<file path="src/rtl/fft_pkg.sv">
// fft_pkg: shared types, constants and width helper for the streaming FFT engines
package fft_pkg;
  localparam int FFT_N = 4;
  localparam int RND = 2;
  typedef enum logic {EMPTY, FULL} bank_st_e;
  typedef struct packed {
    logic signed [31:0] re;
    logic signed [31:0] im;
  } cplx_t;
  function automatic int out_width(input int dw);
    return dw + 2;
  endfunction
endpackage

</file>
<file path="src/rtl/fft4_bfly.sv">
// fft4_bfly: combinational radix-2 4-point butterfly with direction select and 1/4 rounding
module fft4_bfly
  import fft_pkg::*;
#(
  parameter int DW = 16,
  parameter int OW = out_width(DW)
) (
  input  logic signed [DW-1:0] x_re [FFT_N],
  input  logic signed [DW-1:0] x_im [FFT_N],
  input  logic                 inverse,
  input  logic                 scale,
  output logic signed [OW-1:0] y_re [FFT_N],
  output logic signed [OW-1:0] y_im [FFT_N]
);
  logic signed [DW:0] ar, ai, br, bi, cr, ci, dr, di;
  logic signed [OW-1:0] fr [FFT_N];
  logic signed [OW-1:0] fi [FFT_N];
  logic signed [OW-1:0] pr, pi, qr, qi;

  function automatic logic signed [OW-1:0] rnd(input logic signed [OW-1:0] v);
    logic signed [OW:0] t;
    t = (OW+1)'(v) + (OW+1)'(RND);
    t = t >>> 2;
    return t[OW-1:0];
  endfunction

  // two radix-2 stages; the odd bins swap between forward and inverse twiddle
  always_comb begin
    ar = (DW+1)'(x_re[0]) + (DW+1)'(x_re[2]);
    ai = (DW+1)'(x_im[0]) + (DW+1)'(x_im[2]);
    br = (DW+1)'(x_re[0]) - (DW+1)'(x_re[2]);
    bi = (DW+1)'(x_im[0]) - (DW+1)'(x_im[2]);
    cr = (DW+1)'(x_re[1]) + (DW+1)'(x_re[3]);
    ci = (DW+1)'(x_im[1]) + (DW+1)'(x_im[3]);
    dr = (DW+1)'(x_re[1]) - (DW+1)'(x_re[3]);
    di = (DW+1)'(x_im[1]) - (DW+1)'(x_im[3]);
    pr = OW'(br) + OW'(di);
    pi = OW'(bi) - OW'(dr);
    qr = OW'(br) - OW'(di);
    qi = OW'(bi) + OW'(dr);
    fr[0] = OW'(ar) + OW'(cr);
    fi[0] = OW'(ai) + OW'(ci);
    fr[2] = OW'(ar) - OW'(cr);
    fi[2] = OW'(ai) - OW'(ci);
    fr[1] = inverse ? qr : pr;
    fi[1] = inverse ? qi : pi;
    fr[3] = inverse ? pr : qr;
    fi[3] = inverse ? pi : qi;
    for (int k = 0; k < FFT_N; k++) begin
      y_re[k] = scale ? rnd(fr[k]) : fr[k];
      y_im[k] = scale ? rnd(fi[k]) : fi[k];
    end
  end
endmodule

</file>
<file path="src/rtl/fft_4pt_stream.sv">
// fft_4pt_stream: streaming 4-point FFT/IFFT with sample collector and 2-bank output buffer
module fft_4pt_stream
  import fft_pkg::*;
#(
  parameter int DATA_WIDTH = 16,
  parameter int OUT_WIDTH  = out_width(DATA_WIDTH),
  parameter int NBANKS     = 2
) (
  input  logic                        clk,
  input  logic                        rst_n,
  input  logic                        s_valid,
  output logic                        s_ready,
  input  logic signed [DATA_WIDTH-1:0] s_re,
  input  logic signed [DATA_WIDTH-1:0] s_im,
  input  logic                        s_last,
  input  logic                        cfg_inverse,
  input  logic                        cfg_scale,
  output logic                        m_valid,
  input  logic                        m_ready,
  output logic signed [OUT_WIDTH-1:0] m_re,
  output logic signed [OUT_WIDTH-1:0] m_im,
  output logic [1:0]                  m_idx,
  output logic                        m_last,
  output logic                        frame_err
);
  logic signed [DATA_WIDTH-1:0] col_re [FFT_N];
  logic signed [DATA_WIDTH-1:0] col_im [FFT_N];
  logic signed [OUT_WIDTH-1:0] y_re [FFT_N];
  logic signed [OUT_WIDTH-1:0] y_im [FFT_N];
  logic signed [OUT_WIDTH-1:0] bk_re [NBANKS][FFT_N];
  logic signed [OUT_WIDTH-1:0] bk_im [NBANKS][FFT_N];
  bank_st_e st [NBANKS];
  logic [1:0] wr_cnt, rd_idx;
  logic col_full, inv_l, scl_l, old, rd, wb, any_empty, xfer, accept, hs, bad_last;

  fft4_bfly #(.DW(DATA_WIDTH), .OW(OUT_WIDTH)) u_bfly (
    .x_re(col_re),
    .x_im(col_im),
    .inverse(inv_l),
    .scale(scl_l),
    .y_re(y_re),
    .y_im(y_im)
  );

  // handshakes, bank selection (fill lowest empty, drain oldest full) and output mux
  always_comb begin
    any_empty = st[0] == EMPTY || st[1] == EMPTY;
    wb = st[0] != EMPTY;
    rd = (st[0] == FULL && st[1] == FULL) ? old : st[1] == FULL;
    xfer = col_full && any_empty;
    s_ready = !col_full || any_empty;
    accept = s_valid && s_ready;
    bad_last = s_last && wr_cnt != 2'd3;
    m_valid = st[rd] == FULL;
    hs = m_valid && m_ready;
    m_re = m_valid ? bk_re[rd][rd_idx] : '0;
    m_im = m_valid ? bk_im[rd][rd_idx] : '0;
    m_idx = rd_idx;
    m_last = rd_idx == 2'd3;
  end

  // control state: collector count, bank occupancy, fill order, read index, framing error
  always_ff @(posedge clk or negedge rst_n) begin
    if (!rst_n) begin
      wr_cnt <= '0;
      col_full <= 1'b0;
      inv_l <= 1'b0;
      scl_l <= 1'b0;
      frame_err <= 1'b0;
      old <= 1'b0;
      rd_idx <= '0;
      for (int i = 0; i < NBANKS; i++) st[i] <= EMPTY;
    end else begin
      if (xfer) begin
        st[wb] <= FULL;
        old <= st[!wb] == FULL ? !wb : wb;
        col_full <= 1'b0;
      end
      if (hs) begin
        rd_idx <= rd_idx + 2'd1;
        if (rd_idx == 2'd3) st[rd] <= EMPTY;
      end
      if (accept && bad_last) begin
        frame_err <= 1'b1;
        wr_cnt <= '0;
      end else if (accept) begin
        wr_cnt <= wr_cnt + 2'd1;
        if (wr_cnt == 2'd0) begin
          inv_l <= cfg_inverse;
          scl_l <= cfg_scale;
        end
        if (wr_cnt == 2'd3) begin
          col_full <= 1'b1;
          if (!s_last) frame_err <= 1'b1;
        end
      end
    end
  end

  // datapath storage: incoming samples and butterfly results need no reset
  always_ff @(posedge clk) begin
    if (accept) begin
      col_re[wr_cnt] <= s_re;
      col_im[wr_cnt] <= s_im;
    end
    if (xfer)
      for (int k = 0; k < FFT_N; k++) begin
        bk_re[wb][k] <= y_re[k];
        bk_im[wb][k] <= y_im[k];
      end
  end
endmodule

</file>
<file path="config.mk">
export PLATFORM = sky130hd
export DESIGN_NAME = fft_4pt_stream
export DESIGN_NICKNAME = d
export VERILOG_FILES = /design/src/rtl/fft_pkg.sv /design/src/rtl/fft4_bfly.sv /design/src/rtl/fft_4pt_stream.sv
export SDC_FILE = /design/constraint.sdc
export NUM_CORES = 1
export LEC_CHECK = 0
export ABC_AREA = 1
export CORE_MARGIN = 5
export CORE_UTILIZATION = 60
export CTS_CLUSTER_DIAMETER = 120
export DETAILED_ROUTE_END_ITERATION = 6
export PLACE_DENSITY_LB_ADDON = 0.12
export SLEW_MARGIN = 10
export SYNTH_ARGS = -nofsm -noshare
export SYNTH_HDL_FRONTEND = slang
export SYNTH_SLANG_ARGS = --single-unit
</file>
<file path="constraint.sdc">
create_clock -name clk -period 22.3 [get_ports clk]
set_input_delay 4.46 -clock clk [delete_from_list [all_inputs] [get_ports clk]]
set_output_delay 4.46 -clock clk [all_outputs]
set_load 0.05 [all_outputs]
</file>
==> impl_metrics.yaml <==
setup_path:
  crit_arrival_ps: 4390
  required_ps: 17840
  critPathLaunchType: "flip-flop"
  worstSetupEndpointType: "primary output"
  critPathKind: "flip-flop to primary output"
  cp_max_fo: 88
final_layout:
  insertedDiodeCount: 0
  layout_commonest_cell: "nand2_1"
  drive_above_1_share: 0.0385
  final_cell_mix: "nand2_1 (1,185), inv_1 (631), nor2_1 (540)"
  area_growth_pct: 6.91
  fin_nets: 5189
clock_tree:
  cts_sinks: 427
  cts_buffer_depth: 3
  hold_buffers: 0
  cts_max_level: 2
  numCtsBuffers: 44
  cts_tree: "done"
  cts-root-buf: "clkbuf_16"
  cts_setup_buffers: 0
  post_cts_resized: 0
  clk_latency_ps: 610
  path_clk_slew_ps: 60
synthesis:
  ys_ff_latch: 427
  synth_warnings: 0
  synthArstFlopShare: 0.0258
  syn_nets: 5236
  ys_seq_area_frac: 0.355
  synthCells: 4904
  netlist_area_um2: 36000
  synth.distinct_cells: 55
  synth-main-ff-cell: "edfxtp_1"
  synth-edff-count: 416
  syn_avg_cell_area_um2: 7.33
global_route:
  grt_overflow_total: 0
  grt_pass1_vias: 29800
  grt_pass1_wl_um: 162000
  antenna_found_initial: 0
  gr-usage-all-layers: 0.312
  grt_max_degree: 99
timing:
  report.final.hold_viol_count: 0
  finalCriticalPeriod_ps: 8850
  slew_headroom: 0.227
  fmax_mhz: 113
  clock_skew_ps: 43.6
  fin_crit_sh: 0.397
  worst_pin_slew_ps: 1160
  setup_viol: 0
  rsz0062_at_grt: "false"
  setup_ws_ps: 13450
  slew_viol_final: 0
  tns_ps: 0
die:
  die_h_um: 255
  dieArea_um2: 64900
  core-area_um2: 59200
  rows: 89
  chipWidth_um: 255
  initial_core_util: 0.607
  pin_count: 81
route:
  antenna_left: 0
  drt-vias-per-instance: 5.77
  wire_per_inst_um: 18.2
  wirelength_um: 103000
  drt_pre_antenna_iters: 7
  dr.first_iter.drc_count: 3024
  via_count: 32700
  drcViolationCount: 0
place:
  dp_hpwl_um: 80800
  place.gp.congestion: 1.02
  port_buffers: 80
  dpl_worst_slack_ps: 14090
min_path:
  hold_class: "flip-flop to flip-flop"
run_status:
  status: "completed"
run:
  drv_cap: 0
per-stage QoR:
| step | area, um2 | hold slack (ps) | instances | util |
|---|---|---|---|---|
| floorplan | 36000 | 467 | 4904 | - |
| global placement | 37100 | 471 | 5584 | 0.626 |
| detailed placement | 37100 | 464 | 5584 | 0.626 |
| CTS | 38400 | 486 | 5662 | 0.649 |
| global route | 38400 | 507 | 5662 | 0.649 |
| finish | 38400 | 482 | 5662 | 0.649 |
critical path: stages, from the launching register on:
cell	delay (ps)
dfrtp_1	460
inv_1	140
o21ai_4	50
buf_4	290
inv_4	480
buf_4	770
o21ai_0	180
o221ai_1	240
nand2_1	90
nor2_1	190
clkdlybuf4s50_1	830
kinds of logic (layout without fill, tap and decap cells):
kind of cell | after synthesis | in the layout | synth area share
XOR/XNOR | 193 | 193 | 0.0501
buffers and inverters | 840 | 825 | 0.0915
AO/OA/AOI/OAI | 759 | 759 | 0.117
AND/OR/NAND/NOR | 2392 | 2392 | 0.281
flip-flops | 427 | 427 | 0.355
adder cells (fa/ha/maj) | 293 | 293 | 0.105
routing by layer:
metal | routed length, um | part of all wire | global-route usage
met1 | 47200 | 0.46 | 0.471
met2 | 44200 | 0.43 | 0.474
met3 | 9000 | 0.088 | 0.0516
met4 | 2500 | 0.024 | 0.0743
met5 | 0 | 0 | 0
final cells by class:
type | count | area (um2)
well taps | 773 | 967
clock inverters | 21 | 195
inverters | 651 | 2450
fillers | 5333 | 20800
multi-input cells | 3637 | 19900
repair buffers | 96 | 921
flip-flops and latches | 427 | 12800
clock buffers | 57 | 1190
sequential cells by signal (all words and copies together) (netlist names):
register   flops
bk_im        144
bk_re        144
col_full       1
col_im        64
col_re        64
frame_err      1
inv_l          1
m_idx          2
old            1
scl_l          1
st             1
wb             1
wr_cnt         2
path summary, 6_finish.rpt:
path                                  startpoint                endpoint  slack, ps  cells after the start
hold reg to reg            frame_err$_DFFE_PN0P_   frame_err$_DFFE_PN0P_        480                      2
hold / removal             frame_err$_DFFE_PN0P_   frame_err$_DFFE_PN0P_        480                      2
setup reg to reg            col_im[16]$_DFFE_PP_  bk_im[0][51]$_DFFE_PP_      16730                     20
setup / recovery                    wb$_DFF_PN0_                m_im[11]      13450                     10
min in group asynchronous                  rst_n       inv_l$_DFFE_PN0P_       4340                      1
max in group asynchronous                  rst_n       scl_l$_DFFE_PN0P_      17310                      1
synthesized netlist by cell type, drive strengths merged (17+ instances only):
| library cell | count | area share |
|---|---|---|
| a21oi | 271 | 0.038 |
| xor2 | 176 | 0.045 |
| o221ai | 37 | 0.0090 |
| nor2 | 570 | 0.062 |
| o21ai | 336 | 0.047 |
| nor3 | 52 | 0.0078 |
| nand4 | 73 | 0.013 |
| clkbuf | 111 | 0.012 |
| xnor2 | 17 | 0.0047 |
| nand3 | 467 | 0.067 |
| nand2 | 1203 | 0.13 |
| a31oi | 22 | 0.0038 |
| o21bai | 26 | 0.0054 |
| buf | 78 | 0.012 |
| edfxtp | 416 | 0.35 |
| inv | 647 | 0.068 |
| ha | 277 | 0.096 |
Power is not shown: default switching activity piles up to over one toggle a cycle in this logic, so the estimate is an artifact.
